`src/rtl/ft_alu_pkg.sv`:
```
// Shared types and constants for the fault-tolerant pipelined add/subtract ALU.
package ft_alu_pkg;

  typedef enum logic [1:0] {
    HEALTHY = 2'b00,
    SUSPECT = 2'b01,
    FAILED  = 2'b10
  } health_e;

  localparam logic [1:0] TR_OK  = 2'b01;
  localparam logic [1:0] TR_ERR = 2'b11;

  localparam logic [2:0] OP_ADD   = 3'b001;
  localparam logic [2:0] OP_SUB_B = 3'b010;
  localparam logic [2:0] OP_SUB_A = 3'b100;

  function automatic logic ctl_is_onehot(logic [2:0] ctl);
    return (ctl == OP_ADD) || (ctl == OP_SUB_B) || (ctl == OP_SUB_A);
  endfunction

endpackage

```
`src/rtl/ft_alu_pipe_if.sv`:
```
// Operand and result handshake bundle. The master is the source/consumer side and the slave is the ALU.
interface ft_alu_pipe_if #(
  parameter int unsigned WIDTH = 8
);
  logic             in_valid;
  logic             in_ready;
  logic [WIDTH-1:0] a;
  logic [WIDTH-1:0] b;
  logic             a_par;
  logic             b_par;
  logic [2:0]       ctl;

  logic             out_valid;
  logic             out_ready;
  logic [WIDTH-1:0] x;
  logic [WIDTH-1:0] y;
  logic             xc;
  logic             yc;
  logic [1:0]       xe;
  logic [1:0]       ye;

  modport master (
    output in_valid, a, b, a_par, b_par, ctl, out_ready,
    input  in_ready, out_valid, x, y, xc, yc, xe, ye
  );

  modport slave (
    input  in_valid, a, b, a_par, b_par, ctl, out_ready,
    output in_ready, out_valid, x, y, xc, yc, xe, ye
  );
endinterface

```
`src/rtl/ft_alu_lane.sv`:
```
// One self-checking lane: primary and duplicate ripple adders, sum-parity predictor and comparator.
module ft_alu_lane #(
  parameter int unsigned WIDTH = 8
) (
  input  logic [WIDTH-1:0] a,
  input  logic [WIDTH-1:0] b,
  input  logic             in_err,
  input  logic             ctl_err,
  output logic [WIDTH-1:0] sum,
  output logic             cout,
  output logic             err
);
  logic [WIDTH:0]   pri_c;
  logic [WIDTH:0]   dup_c;
  logic [WIDTH-1:0] dup_sum;
  logic             dup_cin;
  logic             pred_par;

  // Kept as a named net so the duplicate's carry-in is observable on its own.
  assign dup_cin = 1'b0;

  always_comb begin
    pri_c    = '0;
    dup_c    = '0;
    sum      = '0;
    dup_sum  = '0;
    dup_c[0] = dup_cin;
    for (int i = 0; i < WIDTH; i++) begin
      sum[i]       = a[i] ^ b[i] ^ pri_c[i];
      pri_c[i+1]   = (a[i] & b[i]) | (pri_c[i] & (a[i] ^ b[i]));
      dup_sum[i]   = a[i] ^ b[i] ^ dup_c[i];
      dup_c[i+1]   = (a[i] & b[i]) | (dup_c[i] & (a[i] ^ b[i]));
    end
  end

  assign cout     = pri_c[WIDTH];
  // Parity of a sum equals parity of its operands xor the carries into each bit.
  assign pred_par = (^a) ^ (^b) ^ (^pri_c[WIDTH-1:0]);

  assign err = (sum != dup_sum) | (pri_c[WIDTH] != dup_c[WIDTH]) | (pred_par != ^sum) |
               in_err | ctl_err;

endmodule

```
`src/rtl/ft_alu_pipe.sv`:
```
// Two-stage pipelined fault-tolerant add/subtract ALU with health tracking.
// Define FT_ALU_ERRLOG_EN to build the first-error log; otherwise the log ports read 0.
module ft_alu_pipe
  import ft_alu_pkg::*;
#(
  parameter int unsigned WIDTH      = 8,
  parameter int unsigned ERR_THRESH = 3,
  parameter int unsigned CLEAN_RUN  = 4,
  parameter int unsigned CNT_W      = 8
) (
  input  logic             clk,
  input  logic             rst,
  ft_alu_pipe_if.slave     bus,
  input  logic             clr_fail,
  output logic [1:0]       health,
  output logic [CNT_W-1:0] err_cnt,
  output logic             log_valid,
  output logic [WIDTH-1:0] log_a,
  output logic [WIDTH-1:0] log_b,
  output logic [2:0]       log_ctl
);
  localparam int unsigned RunMax = (ERR_THRESH > CLEAN_RUN) ? ERR_THRESH : CLEAN_RUN;
  localparam int unsigned RunW   = $clog2(RunMax + 1);

  logic             s1_full_q, s1_in_err_q, s1_ctl_err_q;
  logic [WIDTH-1:0] s1_a_q, s1_b_q;
  logic             s2_full_q, s2_xc_q, s2_yc_q, s2_xerr_q, s2_yerr_q;
  logic [WIDTH-1:0] s2_x_q, s2_y_q;

  logic             s1_adv, s2_adv, accept, deliver, res_err;
  logic [WIDTH-1:0] a_cond, b_cond;
  logic             in_err, ctl_err;
  logic [WIDTH-1:0] x_sum, y_sum;
  logic             x_cout, y_cout, x_err, y_err;
  logic [1:0]       lane_xe, lane_ye;

  health_e          health_q, health_d;
  logic [RunW-1:0]  err_run_q, err_run_d, clean_run_q, clean_run_d;
  logic [CNT_W-1:0] err_cnt_q, err_cnt_d;

  assign s2_adv       = !s2_full_q | bus.out_ready;
  assign s1_adv       = !s1_full_q | s2_adv;
  assign accept       = bus.in_valid & s1_adv;
  assign deliver      = s2_full_q & bus.out_ready;
  assign bus.in_ready = s1_adv;

  always_comb begin
    a_cond  = bus.ctl[2] ? (~bus.a + WIDTH'(1)) : bus.a;
    b_cond  = bus.ctl[1] ? (~bus.b + WIDTH'(1)) : bus.b;
    in_err  = (bus.a_par != ^bus.a) | (bus.b_par != ^bus.b);
    ctl_err = !ctl_is_onehot(bus.ctl);
  end

  ft_alu_lane #(.WIDTH(WIDTH)) u_lane_x (
    .a       (s1_a_q),
    .b       (s1_b_q),
    .in_err  (s1_in_err_q),
    .ctl_err (s1_ctl_err_q),
    .sum     (x_sum),
    .cout    (x_cout),
    .err     (x_err)
  );

  ft_alu_lane #(.WIDTH(WIDTH)) u_lane_y (
    .a       (s1_a_q),
    .b       (s1_b_q),
    .in_err  (s1_in_err_q),
    .ctl_err (s1_ctl_err_q),
    .sum     (y_sum),
    .cout    (y_cout),
    .err     (y_err)
  );

  always_ff @(posedge clk) begin
    if (rst) begin
      s1_full_q    <= 1'b0;
      s1_a_q       <= '0;
      s1_b_q       <= '0;
      s1_in_err_q  <= 1'b0;
      s1_ctl_err_q <= 1'b0;
      s2_full_q    <= 1'b0;
      s2_x_q       <= '0;
      s2_y_q       <= '0;
      s2_xc_q      <= 1'b0;
      s2_yc_q      <= 1'b0;
      s2_xerr_q    <= 1'b0;
      s2_yerr_q    <= 1'b0;
    end else begin
      if (s1_adv) begin
        s1_full_q <= bus.in_valid;
        if (accept) begin
          s1_a_q       <= a_cond;
          s1_b_q       <= b_cond;
          s1_in_err_q  <= in_err;
          s1_ctl_err_q <= ctl_err;
        end
      end
      if (s2_adv) begin
        s2_full_q <= s1_full_q;
        if (s1_full_q) begin
          s2_x_q    <= x_sum;
          s2_y_q    <= y_sum;
          s2_xc_q   <= x_cout;
          s2_yc_q   <= y_cout;
          s2_xerr_q <= x_err;
          s2_yerr_q <= y_err;
        end
      end
    end
  end

  assign bus.out_valid = s2_full_q;
  assign bus.x         = s2_x_q;
  assign bus.y         = s2_y_q;
  assign bus.xc        = s2_xc_q;
  assign bus.yc        = s2_yc_q;
  assign bus.xe        = lane_xe;
  assign bus.ye        = lane_ye;
  assign res_err       = (lane_xe == TR_ERR) | (lane_ye == TR_ERR);

  // Health FSM: state register.
  always_ff @(posedge clk) begin
    if (rst) begin
      health_q    <= HEALTHY;
      err_run_q   <= '0;
      clean_run_q <= '0;
      err_cnt_q   <= '0;
    end else begin
      health_q    <= health_d;
      err_run_q   <= err_run_d;
      clean_run_q <= clean_run_d;
      err_cnt_q   <= err_cnt_d;
    end
  end

  // Health FSM: next state. The error that enters SUSPECT counts as the first of its run.
  always_comb begin
    health_d    = health_q;
    err_run_d   = err_run_q;
    clean_run_d = clean_run_q;
    err_cnt_d   = err_cnt_q;
    if (clr_fail) begin
      health_d    = HEALTHY;
      err_run_d   = '0;
      clean_run_d = '0;
      err_cnt_d   = '0;
    end else if (deliver) begin
      if (res_err && (err_cnt_q != '1)) err_cnt_d = err_cnt_q + CNT_W'(1);
      unique case (health_q)
        HEALTHY: begin
          if (res_err) begin
            health_d    = SUSPECT;
            err_run_d   = RunW'(1);
            clean_run_d = '0;
          end
        end
        SUSPECT: begin
          if (res_err) begin
            clean_run_d = '0;
            if (err_run_q >= RunW'(ERR_THRESH - 1)) begin
              health_d  = FAILED;
              err_run_d = '0;
            end else begin
              err_run_d = err_run_q + RunW'(1);
            end
          end else begin
            err_run_d = '0;
            if (clean_run_q >= RunW'(CLEAN_RUN - 1)) begin
              health_d    = HEALTHY;
              clean_run_d = '0;
            end else begin
              clean_run_d = clean_run_q + RunW'(1);
            end
          end
        end
        FAILED:  ;
        default: health_d = FAILED;
      endcase
    end
  end

  // Health FSM: outputs. FAILED poisons both lanes while data keeps flowing.
  always_comb begin
    health  = health_q;
    err_cnt = err_cnt_q;
    lane_xe = ((health_q == FAILED) || s2_xerr_q) ? TR_ERR : TR_OK;
    lane_ye = ((health_q == FAILED) || s2_yerr_q) ? TR_ERR : TR_OK;
  end

`ifdef FT_ALU_ERRLOG_EN
  logic [WIDTH-1:0] s1_raw_a_q, s1_raw_b_q, s2_raw_a_q, s2_raw_b_q, log_a_q, log_b_q;
  logic [2:0]       s1_raw_ctl_q, s2_raw_ctl_q, log_ctl_q;
  logic             log_valid_q;

  always_ff @(posedge clk) begin
    if (rst) begin
      s1_raw_a_q   <= '0;
      s1_raw_b_q   <= '0;
      s1_raw_ctl_q <= '0;
      s2_raw_a_q   <= '0;
      s2_raw_b_q   <= '0;
      s2_raw_ctl_q <= '0;
    end else begin
      if (accept) begin
        s1_raw_a_q   <= bus.a;
        s1_raw_b_q   <= bus.b;
        s1_raw_ctl_q <= bus.ctl;
      end
      if (s2_adv && s1_full_q) begin
        s2_raw_a_q   <= s1_raw_a_q;
        s2_raw_b_q   <= s1_raw_b_q;
        s2_raw_ctl_q <= s1_raw_ctl_q;
      end
    end
  end

  always_ff @(posedge clk) begin
    if (rst || clr_fail) begin
      log_valid_q <= 1'b0;
      log_a_q     <= '0;
      log_b_q     <= '0;
      log_ctl_q   <= '0;
    end else if (deliver && res_err && !log_valid_q) begin
      log_valid_q <= 1'b1;
      log_a_q     <= s2_raw_a_q;
      log_b_q     <= s2_raw_b_q;
      log_ctl_q   <= s2_raw_ctl_q;
    end
  end

  assign log_valid = log_valid_q;
  assign log_a     = log_a_q;
  assign log_b     = log_b_q;
  assign log_ctl   = log_ctl_q;
`else
  assign log_valid = 1'b0;
  assign log_a     = '0;
  assign log_b     = '0;
  assign log_ctl   = '0;
`endif

endmodule

```
`src/flat_wrapper.sv`:
```
// flat-port wrapper written by rule: the top's interface ports become plain ports
module ft_alu_pipe_flat import ft_alu_pkg::*;
#(
  parameter int unsigned WIDTH      = 8,
  parameter int unsigned ERR_THRESH = 3,
  parameter int unsigned CLEAN_RUN  = 4,
  parameter int unsigned CNT_W      = 8
)
  (clk, rst, clr_fail, health, err_cnt, log_valid, log_a, log_b, log_ctl, bus_in_valid, bus_a, bus_b, bus_a_par, bus_b_par, bus_ctl, bus_out_ready, bus_in_ready, bus_out_valid, bus_x, bus_y, bus_xc, bus_yc, bus_xe, bus_ye);
  ft_alu_pipe_if #(.WIDTH(WIDTH)) bus_i ();
  input  logic clk;
  input  logic rst;
  input  logic clr_fail;
  output logic [1:0] health;
  output logic [CNT_W-1:0] err_cnt;
  output logic log_valid;
  output logic [WIDTH-1:0] log_a;
  output logic [WIDTH-1:0] log_b;
  output logic [2:0] log_ctl;
  input wire logic [$bits(bus_i.in_valid)-1:0] bus_in_valid;
  input wire logic [$bits(bus_i.a)-1:0] bus_a;
  input wire logic [$bits(bus_i.b)-1:0] bus_b;
  input wire logic [$bits(bus_i.a_par)-1:0] bus_a_par;
  input wire logic [$bits(bus_i.b_par)-1:0] bus_b_par;
  input wire logic [$bits(bus_i.ctl)-1:0] bus_ctl;
  input wire logic [$bits(bus_i.out_ready)-1:0] bus_out_ready;
  output wire logic [$bits(bus_i.in_ready)-1:0] bus_in_ready;
  output wire logic [$bits(bus_i.out_valid)-1:0] bus_out_valid;
  output wire logic [$bits(bus_i.x)-1:0] bus_x;
  output wire logic [$bits(bus_i.y)-1:0] bus_y;
  output wire logic [$bits(bus_i.xc)-1:0] bus_xc;
  output wire logic [$bits(bus_i.yc)-1:0] bus_yc;
  output wire logic [$bits(bus_i.xe)-1:0] bus_xe;
  output wire logic [$bits(bus_i.ye)-1:0] bus_ye;
  assign bus_i.in_valid = bus_in_valid;
  assign bus_i.a = bus_a;
  assign bus_i.b = bus_b;
  assign bus_i.a_par = bus_a_par;
  assign bus_i.b_par = bus_b_par;
  assign bus_i.ctl = bus_ctl;
  assign bus_i.out_ready = bus_out_ready;
  assign bus_in_ready = bus_i.in_ready;
  assign bus_out_valid = bus_i.out_valid;
  assign bus_x = bus_i.x;
  assign bus_y = bus_i.y;
  assign bus_xc = bus_i.xc;
  assign bus_yc = bus_i.yc;
  assign bus_xe = bus_i.xe;
  assign bus_ye = bus_i.ye;
  ft_alu_pipe #(.WIDTH(WIDTH), .ERR_THRESH(ERR_THRESH), .CLEAN_RUN(CLEAN_RUN), .CNT_W(CNT_W)) u_core (.clk(clk), .rst(rst), .bus(bus_i), .clr_fail(clr_fail), .health(health), .err_cnt(err_cnt), .log_valid(log_valid), .log_a(log_a), .log_b(log_b), .log_ctl(log_ctl));
endmodule
```
`config.mk`:
```
export PLATFORM = sky130hd
export DESIGN_NAME = ft_alu_pipe_flat
export DESIGN_NICKNAME = d
export VERILOG_FILES = /design/src/rtl/ft_alu_pkg.sv /design/src/rtl/ft_alu_pipe_if.sv /design/src/rtl/ft_alu_lane.sv /design/src/rtl/ft_alu_pipe.sv /design/src/flat_wrapper.sv
export SDC_FILE = /design/constraint.sdc
export NUM_CORES = 1
export LEC_CHECK = 0
export ABC_AREA = 1
export CAP_MARGIN = 20
export CORE_MARGIN = 8
export CORE_UTILIZATION = 25
export CTS_BUF_LIST = sky130_fd_sc_hd__clkbuf_8
export CTS_CLUSTER_SIZE = 24
export DETAILED_ROUTE_END_ITERATION = 10
export GPL_TIMING_DRIVEN = 0
export PLACE_DENSITY_LB_ADDON = 0.12
export RECOVER_POWER = 100
export SLEW_MARGIN = 20
export SYNTH_ARGS = -nofsm -noshare
export SYNTH_HDL_FRONTEND = slang
export SYNTH_SLANG_ARGS = --single-unit
```
`constraint.sdc`:
```
create_clock -name clk -period 7.25 [get_ports clk]
set_clock_uncertainty 0.1 [all_clocks]
set_input_delay 0.725 -clock clk [delete_from_list [all_inputs] [get_ports clk]]
set_output_delay 0.725 -clock clk [all_outputs]
set_load 0.02 [all_outputs]
```
==> run_results.csv <==
group,metric,value,unit
status,status,"finished, final reports clean",
synth,netlist_area,0.00351,sq mm
worst_setup_path,critPathLaunch,"u_core.s1_b_q[0]",
placed_design,port_buffers,56,
final_layout,drive_gt1_share,7.29,%
drt,avgRoutedWirePerCell,10.8,um
timing,tightest_slew,0.785,ns
timing,period_share,70.8,%
die,core_area,0.0138,sq mm
global_routing,grt-busiest-layer,"met2",
drt,num_vias,3368,
timing,slew-limit-headroom,47.1,%
clocking,cts_setup_buffers,0,
synth,synth_warnings,0,
worst_setup_path,r2r_slack,2.12,ns
worst_setup_path,crit_family,"adder cells",
synth,ys_seq_elements,46,
synth,avgSynthCellArea,6.41,sq um
die,start_util,25.4,%
drt,viasPerCell,4.15,
synth,ys_types,33,
die,die_area,0.0181,sq mm
clocking,clk_latency,0.30,ns
power_and_ir_drop,power.leakage,2.30,nW
worst_setup_path,rr_startpoint,"u_core.s1_b_q[0]",
final_layout,layout_commonest_cell,"nand2_1",
timing,finalSetupTns,0,ns
worst_setup_path,worst-path-buf-inv,7,
synth,yosysSeqAreaShare,26.2,%
worst_setup_path,startpoint_type,"flip-flop",
timing,drv_slew,0,
worst_setup_path,reg2reg_depth,26,
global_routing,grtUsageMet1,11.7,%
worst_setup_path,crit_end,"u_core.s2_yerr_q",
power_and_ir_drop,power-per-cell-area,161,mW/mm^2
final_layout,fin_nets,676,
timing,rsz0062_at_grt,"no",
synth,synthFlopType,"dfxtp_1",
global_routing,grt_pass1_vias,3201,
clocking,clockBufferDepth,2,
clocking,cts_tree,"done",
power_and_ir_drop,peakVddDrop,78.2,uV
worst_setup_path,cp.required,7.36,ns
clocking,path_clk_slew,0.09,ns
synth,synth-edff-count,0,
placed_design,dpl.hpwl,7390,um
worst_setup_path,cp_max_fo,6,
die,io_pins,80,
clocking,cts_buffers,5,
global_routing,grt_usage,9.57,%
worst_setup_path,reg2reg_to,"u_core.s2_yerr_q",
final_layout,syn_to_final_growth,25.3,%
drt,first_pass_iters,4,
clocking,cts_sinks,46,
drt,routed_wl,8720,um
worst_hold_path,min_path_type,"flip-flop to flip-flop",
clocking,hold_buffers,0,
global_routing,grt_antenna_before_repair,0,
placed_design,place_congestion,0.775,
worst_setup_path,cp_common_cell,"nand2_1",
synth,async_flop_share,0,%
global_routing,use_met3,2.04,%
die,die_width,135,um
drt,postRouteAntennaNets,0,
drt,drt-initial-drc-count,123,
final_layout,insertedDiodeCount,0,
worst_setup_path,crit_arrival,5.24,ns
clocking,cts_root_buffer,"clkbuf_8",
timing,max_clock_freq,195,MHz
worst_setup_path,critical_path_cell_count,26,
worst_setup_path,endpoint_kind,"flip-flop",
die,dieHeight,135,um
worst_setup_path,criticalPathCategory,"flip-flop to flip-flop",
global_routing,grt_pass1_wl,14400,um
synth,syn_inst,548,
die,fp-row-count,43,
timing,setup_viol,0,
global_routing,grt_max_degree,14,
run,maxCapViolCount,0,
worst_setup_path,cpPeakStageDelay,0.53,ns
timing,whs,0.373,ns
worst_setup_path,cp_slowest_cell,"fa_1",
global_routing,grt.overflow.total,0,
global_routing,grt.met2_usage,16.5,%
clocking,cts_resized,0,
timing,finalHoldViolations,0,
timing,fin_crit,5.13,ns
final_layout,mostFrequentLayoutCells,"nand2_1, inv_1, dfxtp_1, nor2_1, o21ai_0",
clocking,h-tree-depth,2,
drt,drc,0,
worst min-delay path by stage:
stage,startpoint,end,depth (start not counted)
global placement,u_core.s1_ctl_err_q,u_core.s1_ctl_err_q,2
floorplan,u_core.s1_ctl_err_q,u_core.s1_ctl_err_q,2
global route,u_core.s1_ctl_err_q,u_core.s1_ctl_err_q,2
CTS,u_core.s1_ctl_err_q,u_core.s1_ctl_err_q,2
finish,u_core.s1_ctl_err_q,u_core.s1_ctl_err_q,2
detailed placement,u_core.s1_ctl_err_q,u_core.s1_ctl_err_q,2
through the flow:
step           setup slack (ns)  power [mW]  area (sq um)  std cells  util (%)
6_report                   2.12       0.710          4410        811      31.9
5_1_grt                    1.67       0.768          4410        811      31.9
4_1_cts                    2.12       0.723          4460        811      32.2
3_5_place_dp               2.16       0.567          4380        804      31.6
3_3_place_gp               2.20       0.560          4380        804      31.6
2_1_floorplan              2.60       0.486          3590        568         -
layer usage:
metal	wire, um	part of all wire, %
met3	436	5.0
met1	4300	49
met4	123	1.4
met5	0	0
met2	3860	44
power by group:
part	total (mW)	switching (mW)	internal [mW]	leakage (nW)
clock	0.158	0.0929	0.0651	0.0414
sequential	0.281	0.0141	0.267	0.377
combinational	0.272	0.160	0.112	1.88
total	0.710	0.267	0.444	2.30
state kept, by name (all words and copies together) (netlist names), 2 cells and up:
name                flops
u_core.err_cnt          8
u_core.bus.x            8
u_core.clean_run_q      3
u_core.s1_b_q           8
u_core.s1_a_q           8
u_core.health           2
u_core.err_run_q        3
worst min-delay path: cells and delay by family, from the launching register on:
| kind | cells | cell delay [ns] |
|---|---|---|
| AND/OR/NAND/NOR | 1 | 0.06 |
| flip-flops | 1 | 0.32 |
| AO/OA/AOI/OAI | 1 | 0.05 |
cells in the mapped netlist, types with 2 or more instances:
cell type	instances	area [sq um]
a31oi_1	5	31.3
o21ai_0	37	185
xnor2_1	12	105
clkbuf_1	3	11.3
nand2_2	2	12.5
xor2_1	13	114
nand2_1	172	646
conb_1	2	7.51
buf_2	4	20.0
or2_2	2	12.5
nor3_1	7	35.0
fa_1	7	140
buf_4	33	248
inv_2	3	11.3
inv_1	87	327
ha_1	12	150
nand3_1	15	75.1
dfxtp_1	46	921
a21oi_1	34	170
nor2_1	39	146
kinds of logic (layout without fill, tap and decap cells):
kind of cell | after synthesis | after routing | synth area share, %
buf+inv | 131 | 194 | 17.7
fa+ha+maj | 19 | 19 | 8.26
xor+xnor | 25 | 25 | 6.23
flops | 46 | 46 | 26.2
other cells | 2 | 22 | 0.214
simple gates | 242 | 242 | 28.6
compound gates | 83 | 83 | 12.9
final cells by class:
cell class,count,area (sq um)
Clock inverter,2,11.3
Tap cell,180,225
Sequential cell,46,921
Buffer,41,278
Inverter,90,338
Fill cell,1539,9420
Multi-Input combinational cell,391,2000
Clock buffer,5,68.8
Timing Repair Buffer,56,561
Power figures use the tool's default switching activity.
